`src/rtl/lpif_asym_link_sync_pkg.sv`:
```
// Shared types and constants for the asymmetric LPIF link sequencer.
//   tx_state_e  : TX sequencer states; the encoding is also the debug_status state field
//   DBG_*       : bit positions inside the 32-bit debug_status word
//   pack_debug  : builds debug_status from the live status fields
package lpif_asym_pkg;

    typedef enum logic [1:0] {
        TX_IDLE   = 2'd0,
        TX_DLY_X  = 2'd1,
        TX_SYNC   = 2'd2,
        TX_ONLINE = 2'd3
    } tx_state_e;

    localparam int unsigned CREDIT_WIDTH   = 8;
    localparam int unsigned DBG_CREDIT_LSB = 24;
    localparam int unsigned DBG_TXST_LSB   = 20;
    localparam int unsigned DBG_TXDLY_BIT  = 19;
    localparam int unsigned DBG_RXDLY_BIT  = 18;
    localparam int unsigned DBG_UFL_BIT    = 17;
    localparam int unsigned DBG_OFL_BIT    = 16;

    function automatic logic [31:0] pack_debug(
        input logic [CREDIT_WIDTH-1:0] credit,
        input tx_state_e               st,
        input logic                    tx_dly,
        input logic                    rx_dly,
        input logic                    ufl,
        input logic                    ofl
    );
        logic [31:0] w;
        w = '0;
        w[DBG_CREDIT_LSB +: CREDIT_WIDTH] = credit;
        w[DBG_TXST_LSB +: 2]              = st;
        w[DBG_TXDLY_BIT]                  = tx_dly;
        w[DBG_RXDLY_BIT]                  = rx_dly;
        w[DBG_UFL_BIT]                    = ufl;
        w[DBG_OFL_BIT]                    = ofl;
        return w;
    endfunction

endpackage

```
`src/rtl/lpif_asym_link_sync_if.sv`:
```
// Control/status bundle between the user/configuration side and the link sequencer.
//   master : user side - drives online controls, delays, userbit patterns, credit events
//   slave  : sequencer - drives the qualified online flags, gated userbits, credit
//            availability and the debug word
interface lpif_asym_link_sync_if #(
    parameter int unsigned MARKER_WIDTH = 4,
    parameter int unsigned CNT_WIDTH    = 16
);
    logic                    tx_online;
    logic                    rx_online;
    logic                    rx_online_holdoff;
    logic [CNT_WIDTH-1:0]    delay_x_value;
    logic [CNT_WIDTH-1:0]    delay_y_value;
    logic [CNT_WIDTH-1:0]    delay_z_value;
    logic [MARKER_WIDTH-1:0] tx_mrk_userbit;
    logic                    tx_stb_userbit;
    logic [7:0]              init_downstream_credit;
    logic                    tx_push;
    logic                    credit_return;
    logic                    tx_online_delay;
    logic                    rx_online_delay;
    logic [MARKER_WIDTH-1:0] tx_auto_mrk_userbit;
    logic                    tx_auto_stb_userbit;
    logic                    tx_credit_avail;
    logic [31:0]             debug_status;

    modport master (
        output tx_online, rx_online, rx_online_holdoff,
               delay_x_value, delay_y_value, delay_z_value,
               tx_mrk_userbit, tx_stb_userbit, init_downstream_credit,
               tx_push, credit_return,
        input  tx_online_delay, rx_online_delay, tx_auto_mrk_userbit,
               tx_auto_stb_userbit, tx_credit_avail, debug_status
    );

    modport slave (
        input  tx_online, rx_online, rx_online_holdoff,
               delay_x_value, delay_y_value, delay_z_value,
               tx_mrk_userbit, tx_stb_userbit, init_downstream_credit,
               tx_push, credit_return,
        output tx_online_delay, rx_online_delay, tx_auto_mrk_userbit,
               tx_auto_stb_userbit, tx_credit_avail, debug_status
    );
endinterface

```
`src/rtl/lpif_asym_link_sync_delay_cnt.sv`:
```
// Up-counter used to time one delay phase.
//   clk, rst : clock and asynchronous active-high reset
//   clear    : synchronous clear to zero (wins over enable)
//   enable   : advance the count by one this cycle
//   limit    : phase length threshold, may change at any time
//   done     : count has reached or passed limit
module lpif_asym_delay_cnt #(
    parameter int unsigned CNT_WIDTH = 16
) (
    input  logic                 clk,
    input  logic                 rst,
    input  logic                 clear,
    input  logic                 enable,
    input  logic [CNT_WIDTH-1:0] limit,
    output logic                 done
);
    logic [CNT_WIDTH-1:0] count;

    // Saturates at all-ones so a long stall never wraps back below the limit.
    always_ff @(posedge clk or posedge rst) begin
        if (rst) begin
            count <= '0;
        end else if (clear) begin
            count <= '0;
        end else if (enable && (count != '1)) begin
            count <= count + CNT_WIDTH'(1);
        end
    end

    // ">=" so that lowering the limit below the count ends the phase at once.
    assign done = (count >= limit);

endmodule

```
`src/rtl/lpif_asym_link_sync.sv`:
```
// Online sequencer and downstream credit tracker for the asymmetric LPIF TX/RX tops.
//   clk_wr : single clock
//   rst_wr : asynchronous active-high reset
//   lnk    : control/status bundle (slave side), see lpif_asym_link_sync_if
// TX: IDLE -> DLY_X -> SYNC -> ONLINE, markers/strobe gated by state, online qualifier
// in ONLINE. RX: online qualifier after a holdoff-restartable delay. Credits: 8-bit
// saturating counter with sticky underflow/overflow flags, live only in ONLINE.
module lpif_asym_link_sync
    import lpif_asym_pkg::*;
#(
    parameter int unsigned MARKER_WIDTH      = 4,
    parameter bit          PERSISTENT_MARKER = 1'b1,
    parameter bit          PERSISTENT_STROBE = 1'b1,
    parameter int unsigned CNT_WIDTH         = 16
) (
    input  logic                 clk_wr,
    input  logic                 rst_wr,
    lpif_asym_link_sync_if.slave lnk
);
    tx_state_e                state, state_next;
    logic                     tx_cnt_clear, tx_cnt_en, tx_cnt_done, tx_phase_done;
    logic [CNT_WIDTH-1:0]     tx_limit;
    logic                     rx_run, rx_armed, rx_cnt_done, rx_dly;
    logic [CREDIT_WIDTH-1:0]  credit;
    logic                     ufl, ofl, enter_online;
    logic                     mrk_on, stb_on;

    // ---------------- TX sequencer ----------------
    always_ff @(posedge clk_wr or posedge rst_wr) begin
        if (rst_wr) state <= TX_IDLE;
        else        state <= state_next;
    end

    // DLY_X lasts X+1 cycles (entry edge included) but SYNC must last exactly Y cycles,
    // so SYNC compares against Y-1 and Y=0 skips SYNC altogether.
    always_comb begin
        tx_limit      = lnk.delay_x_value;
        tx_phase_done = tx_cnt_done;
        if (state == TX_SYNC) begin
            if (lnk.delay_y_value == '0) tx_phase_done = 1'b1;
            else                         tx_limit = lnk.delay_y_value - CNT_WIDTH'(1);
        end
    end

    always_comb begin
        state_next = state;
        case (state)
            TX_IDLE:   if (lnk.tx_online) state_next = TX_DLY_X;
            TX_DLY_X:  if (tx_phase_done)
                           state_next = (lnk.delay_y_value == '0) ? TX_ONLINE : TX_SYNC;
            TX_SYNC:   if (tx_phase_done) state_next = TX_ONLINE;
            TX_ONLINE: state_next = TX_ONLINE;
            default:   state_next = TX_IDLE;
        endcase
        if (!lnk.tx_online) state_next = TX_IDLE;
    end

    assign tx_cnt_clear = (state_next != state) || (state == TX_IDLE);
    assign tx_cnt_en    = (state == TX_DLY_X) || (state == TX_SYNC);

    lpif_asym_delay_cnt #(.CNT_WIDTH(CNT_WIDTH)) u_tx_cnt (
        .clk    (clk_wr),
        .rst    (rst_wr),
        .clear  (tx_cnt_clear),
        .enable (tx_cnt_en),
        .limit  (tx_limit),
        .done   (tx_cnt_done)
    );

    // ---------------- RX qualifier ----------------
    // The first edge with rx_online high only arms the counter; holdoff clears the
    // count but keeps it armed, so a restart costs exactly the cycles already counted.
    assign rx_run = lnk.rx_online && !lnk.rx_online_holdoff;

    lpif_asym_delay_cnt #(.CNT_WIDTH(CNT_WIDTH)) u_rx_cnt (
        .clk    (clk_wr),
        .rst    (rst_wr),
        .clear  (!rx_run),
        .enable (rx_run && rx_armed),
        .limit  (lnk.delay_z_value),
        .done   (rx_cnt_done)
    );

    always_ff @(posedge clk_wr or posedge rst_wr) begin
        if (rst_wr) begin
            rx_armed <= 1'b0;
            rx_dly   <= 1'b0;
        end else begin
            rx_armed <= lnk.rx_online;
            if (!lnk.rx_online)                        rx_dly <= 1'b0;
            else if (rx_run && rx_armed && rx_cnt_done) rx_dly <= 1'b1;
        end
    end

    // ---------------- Downstream credits ----------------
    assign enter_online = (state_next == TX_ONLINE) && (state != TX_ONLINE);

    always_ff @(posedge clk_wr or posedge rst_wr) begin
        if (rst_wr) begin
            credit <= '0;
            ufl    <= 1'b0;
            ofl    <= 1'b0;
        end else if (state_next == TX_IDLE) begin
            credit <= '0;
            ufl    <= 1'b0;
            ofl    <= 1'b0;
        end else if (enter_online) begin
            credit <= lnk.init_downstream_credit;
        end else if (state == TX_ONLINE) begin
            if (lnk.tx_push && !lnk.credit_return) begin
                if (credit != '0) credit <= credit - CREDIT_WIDTH'(1);
                else              ufl    <= 1'b1;
            end else if (lnk.credit_return && !lnk.tx_push) begin
                if (credit != '1) credit <= credit + CREDIT_WIDTH'(1);
                else              ofl    <= 1'b1;
            end
        end
    end

    // ---------------- Outputs ----------------
    assign mrk_on = (state == TX_SYNC) || ((state == TX_ONLINE) && PERSISTENT_MARKER);
    assign stb_on = (state == TX_SYNC) || ((state == TX_ONLINE) && PERSISTENT_STROBE);

    assign lnk.tx_online_delay     = (state == TX_ONLINE);
    assign lnk.rx_online_delay     = rx_dly;
    assign lnk.tx_auto_mrk_userbit = mrk_on ? lnk.tx_mrk_userbit : '0;
    assign lnk.tx_auto_stb_userbit = stb_on & lnk.tx_stb_userbit;
    assign lnk.tx_credit_avail     = (state == TX_ONLINE) && (credit != '0);
    assign lnk.debug_status        = pack_debug(credit, state, state == TX_ONLINE,
                                                rx_dly, ufl, ofl);

endmodule

```
`src/flat_wrapper.sv`:
```
// flat-port wrapper written by rule: the top's interface ports become plain ports
module lpif_asym_link_sync_flat import lpif_asym_pkg::*;
#(
    parameter int unsigned MARKER_WIDTH      = 4,
    parameter bit          PERSISTENT_MARKER = 1'b1,
    parameter bit          PERSISTENT_STROBE = 1'b1,
    parameter int unsigned CNT_WIDTH         = 16
)
  (clk_wr, rst_wr, lnk_tx_online, lnk_rx_online, lnk_rx_online_holdoff, lnk_delay_x_value, lnk_delay_y_value, lnk_delay_z_value, lnk_tx_mrk_userbit, lnk_tx_stb_userbit, lnk_init_downstream_credit, lnk_tx_push, lnk_credit_return, lnk_tx_online_delay, lnk_rx_online_delay, lnk_tx_auto_mrk_userbit, lnk_tx_auto_stb_userbit, lnk_tx_credit_avail, lnk_debug_status);
  lpif_asym_link_sync_if #(.MARKER_WIDTH(MARKER_WIDTH), .CNT_WIDTH(CNT_WIDTH)) lnk_i ();
  input  logic clk_wr;
  input  logic rst_wr;
  input wire logic [$bits(lnk_i.tx_online)-1:0] lnk_tx_online;
  input wire logic [$bits(lnk_i.rx_online)-1:0] lnk_rx_online;
  input wire logic [$bits(lnk_i.rx_online_holdoff)-1:0] lnk_rx_online_holdoff;
  input wire logic [$bits(lnk_i.delay_x_value)-1:0] lnk_delay_x_value;
  input wire logic [$bits(lnk_i.delay_y_value)-1:0] lnk_delay_y_value;
  input wire logic [$bits(lnk_i.delay_z_value)-1:0] lnk_delay_z_value;
  input wire logic [$bits(lnk_i.tx_mrk_userbit)-1:0] lnk_tx_mrk_userbit;
  input wire logic [$bits(lnk_i.tx_stb_userbit)-1:0] lnk_tx_stb_userbit;
  input wire logic [$bits(lnk_i.init_downstream_credit)-1:0] lnk_init_downstream_credit;
  input wire logic [$bits(lnk_i.tx_push)-1:0] lnk_tx_push;
  input wire logic [$bits(lnk_i.credit_return)-1:0] lnk_credit_return;
  output wire logic [$bits(lnk_i.tx_online_delay)-1:0] lnk_tx_online_delay;
  output wire logic [$bits(lnk_i.rx_online_delay)-1:0] lnk_rx_online_delay;
  output wire logic [$bits(lnk_i.tx_auto_mrk_userbit)-1:0] lnk_tx_auto_mrk_userbit;
  output wire logic [$bits(lnk_i.tx_auto_stb_userbit)-1:0] lnk_tx_auto_stb_userbit;
  output wire logic [$bits(lnk_i.tx_credit_avail)-1:0] lnk_tx_credit_avail;
  output wire logic [$bits(lnk_i.debug_status)-1:0] lnk_debug_status;
  assign lnk_i.tx_online = lnk_tx_online;
  assign lnk_i.rx_online = lnk_rx_online;
  assign lnk_i.rx_online_holdoff = lnk_rx_online_holdoff;
  assign lnk_i.delay_x_value = lnk_delay_x_value;
  assign lnk_i.delay_y_value = lnk_delay_y_value;
  assign lnk_i.delay_z_value = lnk_delay_z_value;
  assign lnk_i.tx_mrk_userbit = lnk_tx_mrk_userbit;
  assign lnk_i.tx_stb_userbit = lnk_tx_stb_userbit;
  assign lnk_i.init_downstream_credit = lnk_init_downstream_credit;
  assign lnk_i.tx_push = lnk_tx_push;
  assign lnk_i.credit_return = lnk_credit_return;
  assign lnk_tx_online_delay = lnk_i.tx_online_delay;
  assign lnk_rx_online_delay = lnk_i.rx_online_delay;
  assign lnk_tx_auto_mrk_userbit = lnk_i.tx_auto_mrk_userbit;
  assign lnk_tx_auto_stb_userbit = lnk_i.tx_auto_stb_userbit;
  assign lnk_tx_credit_avail = lnk_i.tx_credit_avail;
  assign lnk_debug_status = lnk_i.debug_status;
  lpif_asym_link_sync #(.MARKER_WIDTH(MARKER_WIDTH), .PERSISTENT_MARKER(PERSISTENT_MARKER), .PERSISTENT_STROBE(PERSISTENT_STROBE), .CNT_WIDTH(CNT_WIDTH)) u_core (.clk_wr(clk_wr), .rst_wr(rst_wr), .lnk(lnk_i));
endmodule
```
`config.mk`:
```
export PLATFORM = sky130hd
export DESIGN_NAME = lpif_asym_link_sync_flat
export DESIGN_NICKNAME = d
export VERILOG_FILES = /design/src/rtl/lpif_asym_link_sync_pkg.sv /design/src/rtl/lpif_asym_link_sync_if.sv /design/src/rtl/lpif_asym_link_sync_delay_cnt.sv /design/src/rtl/lpif_asym_link_sync.sv /design/src/flat_wrapper.sv
export SDC_FILE = /design/constraint.sdc
export NUM_CORES = 1
export LEC_CHECK = 0
export CORE_ASPECT_RATIO = 1.2
export CORE_UTILIZATION = 50
export CTS_CLUSTER_DIAMETER = 150
export DETAILED_ROUTE_END_ITERATION = 6
export MAX_ROUTING_LAYER = met4
export PLACE_DENSITY = 0.84
export SKIP_CTS_REPAIR_TIMING = 1
export SYNTH_ARGS = -nofsm -noshare
export SYNTH_HDL_FRONTEND = slang
export SYNTH_SLANG_ARGS = --single-unit
```
`constraint.sdc`:
```
create_clock -name clk_wr -period 4.15 [get_ports clk_wr]
set_input_delay 0.83 -clock clk_wr [delete_from_list [all_inputs] [get_ports clk_wr]]
set_output_delay 0.83 -clock clk_wr [all_outputs]
set_load 0.005 [all_outputs]
```
======== Yosys cells after proc, flatten, opt, wreduce, memory -nomap -nowiden ========
Index checks and enable logic that the tools add are counted.
operators by class
  equality and inequality tests ........... 16
  reduce and logical (&&, ||, !) cells .... 29
  order comparisons ....................... 2
  $add $sub $neg .......................... 5
  bitwise logic cells ..................... 1
  mux-type cells .......................... 34
operators with widths
  cell                   number
  $mux 16                6
  $mux 8                 7
  $add 16x1->16 const B  2
  $ge 16x16->1           2
  $ne 16x16->1 const B   2
  $logic_not 16->1       1
  $mux 1                 16
  $sub 16x1->16 const B  1
  $logic_and 1x1->1      9
  $add 8x1->8 const B    1
  $ne 2x1->1 const B     4
  $ne 8x8->1 const B     1
  $pmux 2 s4             1
  $reduce_and 4->1       2
  $reduce_bool 2->1      4
  $reduce_bool 4->1      2
  $reduce_bool 8->1      1
  $sub 8x1->8 const B    1
  $eq 2x2->1 const B     3
  $mux 2                 3
  $ne 2x2->1 const B     3
  $reduce_and 5->1       1
  $logic_not 2->1        2
  $mux 4                 1
  7 further kinds        11
storage, ports and cells
  bits in registers ....................... 46
  logic and storage cells ................. 95
  bits of input ports ..................... 68
  output and inout port bits .............. 40

======== Depth between registers and ports, before layout ========
  depth in word-level cells ............... 13
  depth in mapped cells ................... 17
  gate-level depth less buffers ........... 16

======== By module ========
Synthesis repeated with hierarchy kept, for this count alone.
unflattened totals
  cells, all modules ...................... 548
  area total of the unflattened synthesis .. 4,483.0 um^2
modules (own cells, without submodules)
  module               times used  area each (um^2)  seq. area each (um^2)  cells an instance
  lpif_asym_delay_cnt  2           1,287.5           400.4                  152
  lpif_asym_link_sync  1           1,908.1           350.3                  244

======== Worst setup path before layout ========
Ideal clock, no wire load.
  path type ............................... input port to flip-flop
  from .................................... input lnk_delay_y_value[8]
  to ...................................... register u_core.credit[7]
  data required time ...................... 4.051 ns
  buffers on the path ..................... 1
  path slack .............................. 0.000 ns
  setup time .............................. 0.099 ns
  stages on the path ...................... 15
  arrival ................................. 4.050 ns
  cell sequence ........................... nor4_4 -> and4_1 -> and2_1 -> nand2b_1 -> buf_1 -> nor2_1 -> a21oi_1 -> ha_1 -> nand4_1 -> nor3_1 -> nor4_2 -> o21ai_0 -> o311ai_1 -> nor3_1 -> a311oi_1
between the ends
  longest elaborated chain between the ends .. 13
  elaborated cells on any way between the ends .. 22
  those cells by class .................... add/sub (1); order compare (1); eq/ne (2); mux (11); reduce/logical (7)
RTL lines
  element                                               RTL line                                                                         text
  start, declared                                       flat_wrapper.sv:17                                                               input wire logic [$bits(lnk_i.delay_y_value)-1:0] lnk_delay_y_value;
  $sub 16x1->16 or $logic_not 16->1 (tied branches)     lpif_asym_link_sync.sv:41, lpif_asym_link_sync.sv:40, lpif_asym_link_sync.sv:50
  $mux 16                                               lpif_asym_link_sync.sv:40                                                        if (lnk.delay_y_value == '0) tx_phase_done = 1'b1;
  $mux 16                                               lpif_asym_link_sync.sv:39                                                        if (state == TX_SYNC) begin
  $ge 16x16->1                                          lpif_asym_link_sync_delay_cnt.sv:31                                              assign done = (count >= limit);
  $mux 1                                                lpif_asym_link_sync.sv:40
  $mux 1                                                lpif_asym_link_sync.sv:39
  $mux 2, on equally long branches                      lpif_asym_link_sync.sv:51, lpif_asym_link_sync.sv:49
  $pmux 2 s4 (*)                                        lpif_asym_link_sync.sv:47                                                        case (state)
  $mux 2 (*)                                            lpif_asym_link_sync.sv:55                                                        if (!lnk.tx_online) state_next = TX_IDLE;
  $eq 2x2->1                                            lpif_asym_link_sync.sv:96                                                        assign enter_online = (state_next == TX_ONLINE) && (state != TX_ONLINE);
  $logic_and 1x1->1                                     lpif_asym_link_sync.sv:96
  $ne 4x2->1 (no line), or another cell as far along    -
  $reduce_and 4->1 (no line) or $mux 8 (tied branches)  -
  end signal, assigned                                  lpif_asym_link_sync.sv:108                                                       credit <= lnk.init_downstream_credit;
  end signal, assigned                                  lpif_asym_link_sync.sv:111                                                       if (credit != '0) credit <= credit - CREDIT_WIDTH'(1);
  end signal, assigned                                  lpif_asym_link_sync.sv:114                                                       if (credit != '1) credit <= credit + CREDIT_WIDTH'(1);
  end, declared                                         lpif_asym_link_sync.sv:24                                                        logic [CREDIT_WIDTH-1:0] credit;
Every way passes the cells marked *; elsewhere a longest branch is shown, timed or not.
A chain may end at the register's enable or synchronous reset.

======== Worst setup path in the final report ========
  from .................................... input lnk_delay_y_value[4]
  to ...................................... register u_core.u_tx_cnt.count[12]
between the ends
  longest elaborated chain between the ends .. 12
  elaborated cells on any way between the ends .. 16
  those cells by class .................... add/sub (1); order compare (1); eq/ne (1); mux (10); reduce/logical (3)
RTL lines
  element                                            RTL line                                                                         text
  $sub 16x1->16 or $logic_not 16->1 (tied branches)  lpif_asym_link_sync.sv:41, lpif_asym_link_sync.sv:40, lpif_asym_link_sync.sv:50
  $mux 16                                            lpif_asym_link_sync.sv:40
  $mux 16                                            lpif_asym_link_sync.sv:39
  $ge 16x16->1                                       lpif_asym_link_sync_delay_cnt.sv:31
  $mux 1                                             lpif_asym_link_sync.sv:40
  $mux 1                                             lpif_asym_link_sync.sv:39
  $mux 2, on equally long branches                   lpif_asym_link_sync.sv:51, lpif_asym_link_sync.sv:49
  $pmux 2 s4 (*)                                     lpif_asym_link_sync.sv:47
  $mux 2 (*)                                         lpif_asym_link_sync.sv:55
  named net u_core.state_next[0]                     lpif_asym_link_sync.sv:20                                                        tx_state_e state, state_next;
  $ne 2x2->1 (*)                                     lpif_asym_link_sync.sv:58                                                        assign tx_cnt_clear = (state_next != state) || (state == TX_IDLE);
  $logic_or 1x1->1 (*)                               lpif_asym_link_sync.sv:58
  $mux 16 or $reduce_bool 2->1 (tied branches)       -
  end signal, assigned                               lpif_asym_link_sync_delay_cnt.sv:26                                              count <= count + CNT_WIDTH'(1);
  end, declared                                      lpif_asym_link_sync_delay_cnt.sv:17                                              logic [CNT_WIDTH-1:0] count;
Mark *: on every way through the listed nets, which the timed path passes. The rest lies on a longest branch.

==> results.cfg <==
[global_routing]
antenna_found_initial = 0
grt_use_met3_pct = 3.923
grt_overflow = 0
grt_use_total_pct = 23.70
grt_pass1_vias = 3768
grt_max_degree = 47
met2_usage_pct = 42.67
grt_first_pass_wirelength_um = 16310
use_met1_pct = 26.38
grt.busiest_layer = met2

[power_and_ir_drop]
p_leak_nw = 2.661
power_density_nw_per_um2 = 182.0
ir_worst_vdd_mv = 0.1084

[sta]
clock_skew_ns = 0.01294
finalHoldViolations = 0
worst_pin_slew_ns = 0.9775
whs_ns = 0.5103
fin_crit_ns = 4.183
relSlewSlack_pct = 34.74
fmax_mhz = 239.1
maxSlewViolCount = 0
finalCritPeriodShare_pct = 100.8
finalSetupTns_ns = -0.03252
finalSetupViolations = 1
setup_slack_ns = -0.03252

[floorplan]
die_w_um = 85.97
pin_count = 108
rows = 36
coreArea_um2 = 8153
start_util_pct = 51.89
die_h_um = 102.8
die_area_um2 = 8834

[place]
post-place-ws_ns = -0.5163
port_buffers = 89
gp_congestion = 0.8718
placed_area_um2 = 5458
hpwl_um = 8166

[critical_path]
cp-end-kind = register
required_ns = 4.37
startpoint = lnk_delay_y_value[4]
crit_type = in -> reg
worst_setup_path_start_kind = input port
rr_startpoint = u_core.state[0]
path_max_fanout = 8
arrival_ns = 4.41

[run_status]
violations = negative setup slack
outcome = finished with violations

[clock_tree]
htreeDepth = 2
cts_tree = yes
clock-root-buffer = clkbuf_8
clk_pin_slew_ns = 0.09
clkSinkCount = 46
worstSkewPairLatency_ns = 0.32
cts_buffers = 5
clock_path_buffers = 2

[route]
ant_nets = 0
drc = 0
finalWirelength_um = 12200
via_count = 4342
routed_via_density = 5.789
first_iter_violations = 304
wl_per_cell_um = 16.26
first_pass_iters = 6

[cells_and_area]
multi_input_area_um2 = 2989
area_delta_synth_final_pct = 38.92
n_antenna_cell = 0
seq_area_um2 = 1151
final_nets = 752
fill_cells = 559
final_util_pct = 72.08
layout-drive-gt1-share_pct = 17.92
design_area_um2 = 5877

[yosys]
synth_warnings = 0
synth_enable_flop_cells = 0
ys_async_sr_fraction_pct = 100.0
netlist.top_cell.by_area = dfrtp_1
ys_ff_latch = 46
synth-seq-area-share_pct = 27.21
synth_area_leaders = dfrtp_1, ha_1, nor2_1
synth_common_cells = nor2_1, ha_1, dfrtp_1
avgSynthCellArea_um2 = 8.377
synth_flop_cell = dfrtp_1
synth_cell_types = 56
syn-cell-area_um2 = 4230
syn_inst = 505
post-synth-top-count-cell = nor2_1
synth_top_area_share_pct = 27.21

[job]
cap_violations = 0

[worst_hold_path]
min_from = u_core.ofl
hp-class = reg -> reg
[through the flow]
stage               cells  power [W]
global route          750   0.001116
floorplan             522  0.0006183
global placement      734  0.0007392
detailed placement    734  0.0007476
CTS                   742   0.001018
finish                750   0.001070
[power by group]
| group | switching, W | total, W | internal, W |
|---|---|---|---|
| clock | 0.000164 | 0.000283 | 0.000119 |
| combinational | 0.000172 | 0.000330 | 0.000158 |
| sequential | 0.00000547 | 0.000457 | 0.000452 |
| total | 0.000341 | 0.00107 | 0.000729 |
[sequential cells by signal (all words and copies together), names as in the netlist]
name                        flops
u_core.ufl                      1
u_core.rx_armed                 1
u_core.ofl                      1
u_core.state                    2
u_core.lnk.rx_online_delay      1
u_core.u_tx_cnt.count          16
u_core.credit                   8
u_core.u_rx_cnt.count          16
[final cells by class]
| cell class | count | area share, % |
|---|---|---|
| Sequential cell | 46 | 19.59 |
| Clock buffer | 6 | 1.235 |
| Tap cell | 114 | 2.427 |
| Inverter | 38 | 2.427 |
| Multi-Input combinational cell | 407 | 50.86 |
| Clock inverter | 2 | 0.2342 |
| Timing Repair Buffer | 137 | 23.23 |
[cells in the final DEF (no fill, tap or decap), types with 6 or more instances in the layout]
master           count
ha_1                46
dlymetal6s2s_1      13
clkdlybuf4s50_1     74
nand3_1             18
nand2_1             28
conb_1              18
a21oi_1             30
nor3_1              28
o21ai_0             11
nor2_1              49
and3_1               6
xor2_1              21
a21o_1               6
inv_1               36
dfrtp_1             46
nand4_1             12
xnor2_1             21
nor3_2              16
buf_4               40
nor2b_1             11
[critical path: stages]
cell,delay [ns]
dlymetal6s2s_1,0.14
nor3_2,0.22
buf_4,0.15
nand3b_1,0.17
nor2_2,0.18
nand2_1,0.09
xor2_1,0.24
nor2_1,0.10
a21oi_1,0.15
ha_1,0.27
nand4_1,0.15
nor3_2,0.09
nor4_4,0.34
o211ai_1,0.14
buf_4,0.18
a221oi_4,0.37
xnor2_2,0.18
clkbuf_16,0.21
nor3_2,0.20
[metal layers]
metal	wire (um)	up-vias
met5	0	-
met2	6322	208
met4	456	0
met3	653	51
met1	4763	2070
li1	-	2013
[worst paths after layout]
| check | end | slack (ns) | depth (start not counted) |
|---|---|---|---|
| worst max-delay path | u_core.u_tx_cnt.count[12] | -0.03 | 19 |
| worst min-delay path | u_core.ofl | 0.51 | 2 |
| worst max register to register | u_core.u_tx_cnt.count[12] | 0.33 | 16 |
| worst min register to register | u_core.ofl | 0.51 | 2 |
| max in group asynchronous | u_core.u_tx_cnt.count[12] | 2.48 | 2 |
| min in group asynchronous | u_core.credit[0] | 1.06 | 2 |
[cell families (layout without fill, tap and decap cells)]
kind of cell | after synthesis | after routing | share of synthesized area, %
xor+xnor | 43 | 43 | 9.080
flops | 46 | 46 | 27.21
other cells | 1 | 18 | 0.08865
buf+inv | 69 | 183 | 8.281
compound gates | 88 | 88 | 13.96
simple gates | 205 | 205 | 25.67
mux | 4 | 4 | 1.035
fa+ha+maj | 49 | 49 | 14.67
Power figures use the tool's default switching activity.
